`src/rtl/word_round_ctrl.sv`:
```
`default_nettype none
// ============================================================================
// Module      : word_round_ctrl
// Description : Letter-guessing round controller; scans a guess against the
//               secret word through an external comparator and tracks
//               revealed letters, misses and win/lose.
//               Optional: WORD_ROUND_CASE_FOLD_EN folds A-Z guesses to a-z.
// Revision    : 1.0
// ============================================================================
module word_round_ctrl #(
    parameter int WORD_LEN   = 5,
    parameter int MAX_MISSES = 6,
    parameter int CMP_LAT    = 1
) (
    input  logic                  clk,
    input  logic                  rst,
    input  logic                  word_load,
    input  logic [7*WORD_LEN-1:0] word_in,
    input  logic                  guess_valid,
    input  logic [6:0]            guess_ascii,
    output logic                  guess_ready,
    output logic [6:0]            ascii,
    output logic [6:0]            selection,
    input  logic                  cmp_set,
    input  logic                  cmp_wrong,
    output logic [WORD_LEN-1:0]   revealed,
    output logic [3:0]            miss_count,
    output logic                  win,
    output logic                  lose,
    output logic                  busy
);

    typedef enum logic [2:0] {
        S_EMPTY = 3'd0,
        S_READY = 3'd1,
        S_SCAN  = 3'd2,
        S_EVAL  = 3'd3,
        S_DONE  = 3'd4
    } state_t;

    localparam logic [1:0] c_lat_last = 2'(CMP_LAT);
    localparam logic [2:0] c_idx_last = 3'(WORD_LEN - 1);
    localparam logic [3:0] c_max_miss = 4'(MAX_MISSES);

    state_t                r_state, w_state_next;
    logic [7*WORD_LEN-1:0] r_word;
    logic [6:0]            r_guess;
    logic [2:0]            r_idx;
    logic [1:0]            r_lat_cnt;
    logic                  r_hit;
    logic [WORD_LEN-1:0]   r_revealed;
    logic [3:0]            r_miss;
    logic                  r_win, r_lose;

    logic [6:0] w_guess_in;
    logic [6:0] w_sel;
    logic       w_accept, w_sample, w_pos_hit, w_all;
    logic [3:0] w_miss_next;

`ifdef WORD_ROUND_CASE_FOLD_EN
    assign w_guess_in = (guess_ascii >= 7'h41 && guess_ascii <= 7'h5A) ?
                        guess_ascii + 7'h20 : guess_ascii;
`else
    assign w_guess_in = guess_ascii;
`endif

    // A set verdict wins over a simultaneous wrong; neither means no match.
    always_comb begin
        w_pos_hit = 1'b0;
        case ({cmp_set, cmp_wrong})
            2'b10, 2'b11: w_pos_hit = 1'b1;
            default:      w_pos_hit = 1'b0;
        endcase
    end

    always_comb begin
        w_sel = '0;
        for (int i = 0; i < WORD_LEN; i++) begin
            if (r_idx == 3'(i)) w_sel = r_word[7*i +: 7];
        end
    end

    assign w_sample    = (r_state == S_SCAN) && (r_lat_cnt == c_lat_last);
    assign w_all       = &r_revealed;
    assign w_miss_next = (!r_hit && r_miss != c_max_miss) ? r_miss + 4'd1 : r_miss;

    always_ff @(posedge clk or negedge rst) begin
        if (!rst) r_state <= S_EMPTY;
        else      r_state <= w_state_next;
    end

    always_comb begin
        w_state_next = r_state;
        guess_ready  = 1'b0;
        busy         = 1'b0;
        w_accept     = 1'b0;
        case (r_state)
            S_READY: begin
                guess_ready = 1'b1;
                if (guess_valid) begin
                    w_accept     = 1'b1;
                    w_state_next = S_SCAN;
                end
            end
            S_SCAN: begin
                busy = 1'b1;
                if (w_sample && r_idx == c_idx_last) w_state_next = S_EVAL;
            end
            S_EVAL: begin
                if (w_all)                          w_state_next = S_DONE;
                else if (w_miss_next == c_max_miss) w_state_next = S_DONE;
                else                                w_state_next = S_READY;
            end
            default: w_state_next = r_state;
        endcase
        // A load overrides everything, including a guess offered alongside it.
        if (word_load) begin
            w_state_next = S_READY;
            w_accept     = 1'b0;
        end
    end

    always_ff @(posedge clk or negedge rst) begin
        if (!rst) begin
            r_word     <= '0;
            r_guess    <= '0;
            r_idx      <= '0;
            r_lat_cnt  <= '0;
            r_hit      <= 1'b0;
            r_revealed <= '0;
            r_miss     <= '0;
            r_win      <= 1'b0;
            r_lose     <= 1'b0;
        end else if (word_load) begin
            r_word     <= word_in;
            r_idx      <= '0;
            r_lat_cnt  <= '0;
            r_hit      <= 1'b0;
            r_revealed <= '0;
            r_miss     <= '0;
            r_win      <= 1'b0;
            r_lose     <= 1'b0;
        end else if (w_accept) begin
            r_guess   <= w_guess_in;
            r_idx     <= '0;
            r_lat_cnt <= '0;
            r_hit     <= 1'b0;
        end else if (r_state == S_SCAN) begin
            if (w_sample) begin
                if (w_pos_hit) begin
                    r_hit <= 1'b1;
                    for (int i = 0; i < WORD_LEN; i++) begin
                        if (r_idx == 3'(i)) r_revealed[i] <= 1'b1;
                    end
                end
                r_idx     <= r_idx + 3'd1;
                r_lat_cnt <= '0;
            end else begin
                r_lat_cnt <= r_lat_cnt + 2'd1;
            end
        end else if (r_state == S_EVAL) begin
            r_miss <= w_miss_next;
            r_win  <= w_all;
            r_lose <= !w_all && (w_miss_next == c_max_miss);
        end
    end

    assign ascii      = (r_state == S_SCAN) ? r_guess : 7'd0;
    assign selection  = (r_state == S_SCAN) ? w_sel   : 7'd0;
    assign revealed   = r_revealed;
    assign miss_count = r_miss;
    assign win        = r_win;
    assign lose       = r_lose;

endmodule
`default_nettype wire
```
`config.mk`:
```
export PLATFORM = sky130hd
export DESIGN_NAME = word_round_ctrl
export DESIGN_NICKNAME = d
export VERILOG_FILES = /design/src/rtl/word_round_ctrl.sv
export SDC_FILE = /design/constraint.sdc
export NUM_CORES = 1
export LEC_CHECK = 0
export CORE_MARGIN = 2
export CORE_UTILIZATION = 45
export DETAILED_ROUTE_END_ITERATION = 10
export PLACE_DENSITY = 0.74
export SLEW_MARGIN = 15
export SYNTH_ARGS = -nofsm -noshare
export SYNTH_HDL_FRONTEND = slang
export SYNTH_SLANG_ARGS = --single-unit
```
`constraint.sdc`:
```
create_clock -name clk -period 3.4 [get_ports clk]
set_input_delay 0.34 -clock clk [delete_from_list [all_inputs] [get_ports clk]]
set_output_delay 0.34 -clock clk [all_outputs]
set_load 0.02 [all_outputs]
```
==> results by group <==
Clock network
  • CTS resizes: 0
  • CTS tree: done
  • Clock Tree Buf Depth: 2
  • Clock Root Buffer: clkbuf_8
  • Cts bufs inserted: 9
  • H-tree depth: 3
  • Clk_lat worst skew: 330 ps
  • Clock-pin slew on the worst setup and hold paths: 70 ps
  • Hold_buf cts: 0
  • Setup Buffers After CTS: 0
  • CTS Sinks: 62

Final layout
  • Final nets: 407
  • Fillcell total: 558
  • Share of cells above drive strength 1: 17.1%
  • Area of the multi-input gates: 1340 um2
  • Area delta synth->final: 31.3%
  • FF/Latch Area: 1550 um2
  • Post-Layout Cell Count: 433
  • N_diodes: 0
  • Final core occ: 61.9%

Route
  • Via density: 5.30
  • Drt pass-1 iters: 4
  • Remaining DRCs: 0
  • Initial DRC count: 165
  • Detail Route Antenna Nets: 0
  • Final WL: 6470 um
  • WL per Instance: 14.9 um
  • Vias: 2293

Pwr
  • Power per Cell Area: 431 nW/um2
  • Largest vdd supply drop: 271 uV
  • Leak Pwr: 1.66 nW

Logic synthesis
  • Syn Inst Count: 282
  • Ys flop type: dfrtp_1
  • Asr flop ratio synth: 100%
  • Avg Inst Size Synth: 10.7 um2
  • Synthesized area: 3030 um2
  • Syn Nets: 337
  • Ys Warns: 0
  • Sequential fraction of the synthesis area: 51.2%
  • Synth unique cells: 41
  • Post-synth EDFFs: 0
  • Register bit total from synthesis: 62

Floorplan
  • IO Count: 75
  • Initial Util: 47.2%
  • Core area: 6420 um2
  • Die height: 86.0 um
  • Num rows: 29
  • Die X: 86.0 um
  • DIE AREA: 7400 um2

Placed design
  • DP Wirelength: 4730 um
  • Dpl cells: 418
  • PortBufs: 73
  • Placer congestion estimate: 0.741
  • Place WS: 680 ps

Setup path
  • Crit-path cells: ha_1 -> ha_1 -> or2_2 -> a21oi_1 -> a22oi_1 -> a21oi_1 -> clkdlybuf4s50_1
  • Slowest cell on crit path: clkdlybuf4s50_1
  • R2r setup slk: 1620 ps
  • R2r endpoint: revealed[2]
  • Slowest stage delay, CP: 630 ps
  • Crit path max fanout: 9
  • Reg2reg path depth: 5
  • Worst path arrival time: 2730 ps
  • Worst r2r src: r_state[1]
  • CP delay by family, top: buffers and inverters
  • Crit path launch type: flop
  • Critical path capture point type: output pin
  • Buf/Inv on CP: 1
  • Critical Path Stages: 7
  • Setup CP Type: reg -> out
  • Critical path endpoint: selection[6]
  • Critical Path RT: 3060 ps
  • Worst Setup SP: r_idx[0]

Timing
  • Worst Skew: 7.31 ps
  • Final Hold Fails: 0
  • Worst hold margin: 9.33 ps
  • Setup TNS: 0 ps
  • Max-slew violation count: 0
  • Endpoints failing setup: 0
  • Final worst-path setup slack: 329 ps
  • Achievable Freq: 326 MHz
  • Minimum clock period: 3070 ps
  • Slew of the pin with the lowest slew margin: 603 ps
  • Post-route clock period utilization: 90.3%
  • Relative slew slack: 59.8%
  • RSZ-0062 raised after global routing: false

GRT
  • Largest net degree at the start of global routing: 49
  • Vias in the first global route: 2317
  • Initial antenna violation count: 0
  • All-layer global routing usage: 19.0%
  • Grt ovf: 0
  • First-pass GRT wire length: 10800 um

Outcome
  • Outcome: completed

Min path
  • Hold Path Class: in -> async

Job
  • Maxcap violations: 0
==> cell type report <==
type	count	area share, %
flip-flops and latches	62	39.0
inverters	15	1.42
clock buffers	11	3.56
clock inverters	4	1.20
multi-input cells	188	33.6
well taps	77	2.42
repair buffers	76	18.8
==> sequential cells by signal, indices dropped and copies added (netlist names) <==
signal,flops
lose,1
miss_count,4
r_guess,7
r_hit,1
r_idx,3
r_lat_cnt,2
r_state,3
r_word,35
revealed,5
win,1
==> metrics by stage <==
step / cell area [um2] / power [mW]
after global placement: 3780 / 1.10
final: 3980 / 1.71
after detailed placement: 3780 / 1.10
after CTS: 3970 / 1.73
after floorplan: 3030 / 0.984
after global routing: 3980 / 1.80
==> power breakdown <==
group / switching [mW] / total [mW] / internal, mW
Sequential: 0.0362 / 0.842 / 0.806
Clock: 0.273 / 0.626 / 0.352
Combinational: 0.106 / 0.245 / 0.139
Total: 0.416 / 1.71 / 1.30
==> per-layer routing <==
metal	wire (um)	vias to the layer above	GRT usage [%]
li1	-	1124	-
met1	3040	1100	26.5
met2	3010	61	28.7
met3	317	8	4.52
met4	99	0	7.36
met5	0	-	0
==> synthesized netlist by cell type, drive strengths merged, types with 2 or more instances <==
library cell	number	area, um2
a211oi	3	22.5
a21oi	27	135
a22o	3	26.3
a22oi	8	60.1
and2	9	56.3
and3b	2	17.5
buf	9	53.8
clkbuf	8	30.0
dfrtp	62	1550
ha	7	87.6
inv	15	56.3
mux2	35	394
nand2	21	78.8
nand2b	3	18.8
nand4	2	12.5
nor2	17	63.8
nor2b	2	12.5
nor3	3	25.0
o211ai	2	15.0
o21a	2	15.0
o21ai	22	110
o31a	2	17.5
or2	2	12.5
xnor2	4	35.0
==> cell families (layout without fill, tap and decap cells) <==
logic type      after synthesis  in the layout  share of synthesized area (%)
mux                          36             36                           13.3
flops                        62             62                           51.2
xor+xnor                      4              4                           1.16
fa+ha+maj                     7              7                           2.89
buf+inv                      32            106                           4.63
simple gates                 67             67                           12.0
compound gates               74             74                           14.8
==> cell usage in the layout (no fill, tap or decap), types with 2 or more instances in the layout <==
| master | instances |
|---|---|
| a211oi_1 | 3 |
| a21oi_1 | 27 |
| a22o_1 | 3 |
| a22oi_1 | 8 |
| and2_1 | 9 |
| and3b_1 | 2 |
| buf_4 | 4 |
| clkbuf_8 | 10 |
| clkdlybuf4s50_1 | 71 |
| clkinv_2 | 2 |
| dfrtp_1 | 62 |
| ha_1 | 7 |
| inv_1 | 15 |
| mux2_2 | 35 |
| nand2_1 | 21 |
| nand2b_1 | 3 |
| nand4_1 | 2 |
| nor2_1 | 17 |
| nor2b_1 | 2 |
| nor3_2 | 2 |
| o211ai_1 | 2 |
| o21a_1 | 2 |
| o21ai_0 | 21 |
| o31a_1 | 2 |
| xnor2_1 | 4 |
==> how the worst min path moves through the flow <==
stage / startpoint / slack, ps / cells past startpoint / to
after detailed placement: r_guess[2] / 490 / 1 / r_guess[2]
after floorplan: rst / 40 / 0 / lose
final: rst / 9 / 1 / r_word[7]
after CTS: rst / 240 / 1 / r_word[11]
after global routing: rst / 50 / 1 / r_word[11]
after global placement: r_guess[5] / 480 / 1 / r_guess[5]
==> worst register-to-register path, stage by stage, from the launching register on <==
cell     delay [ps]
dfrtp_1         440
nor3b_2         450
buf_4           290
nand2_1         120
nor3_2          250
a22o_1          170
Note: power is estimated with default switching activity, not from simulation.
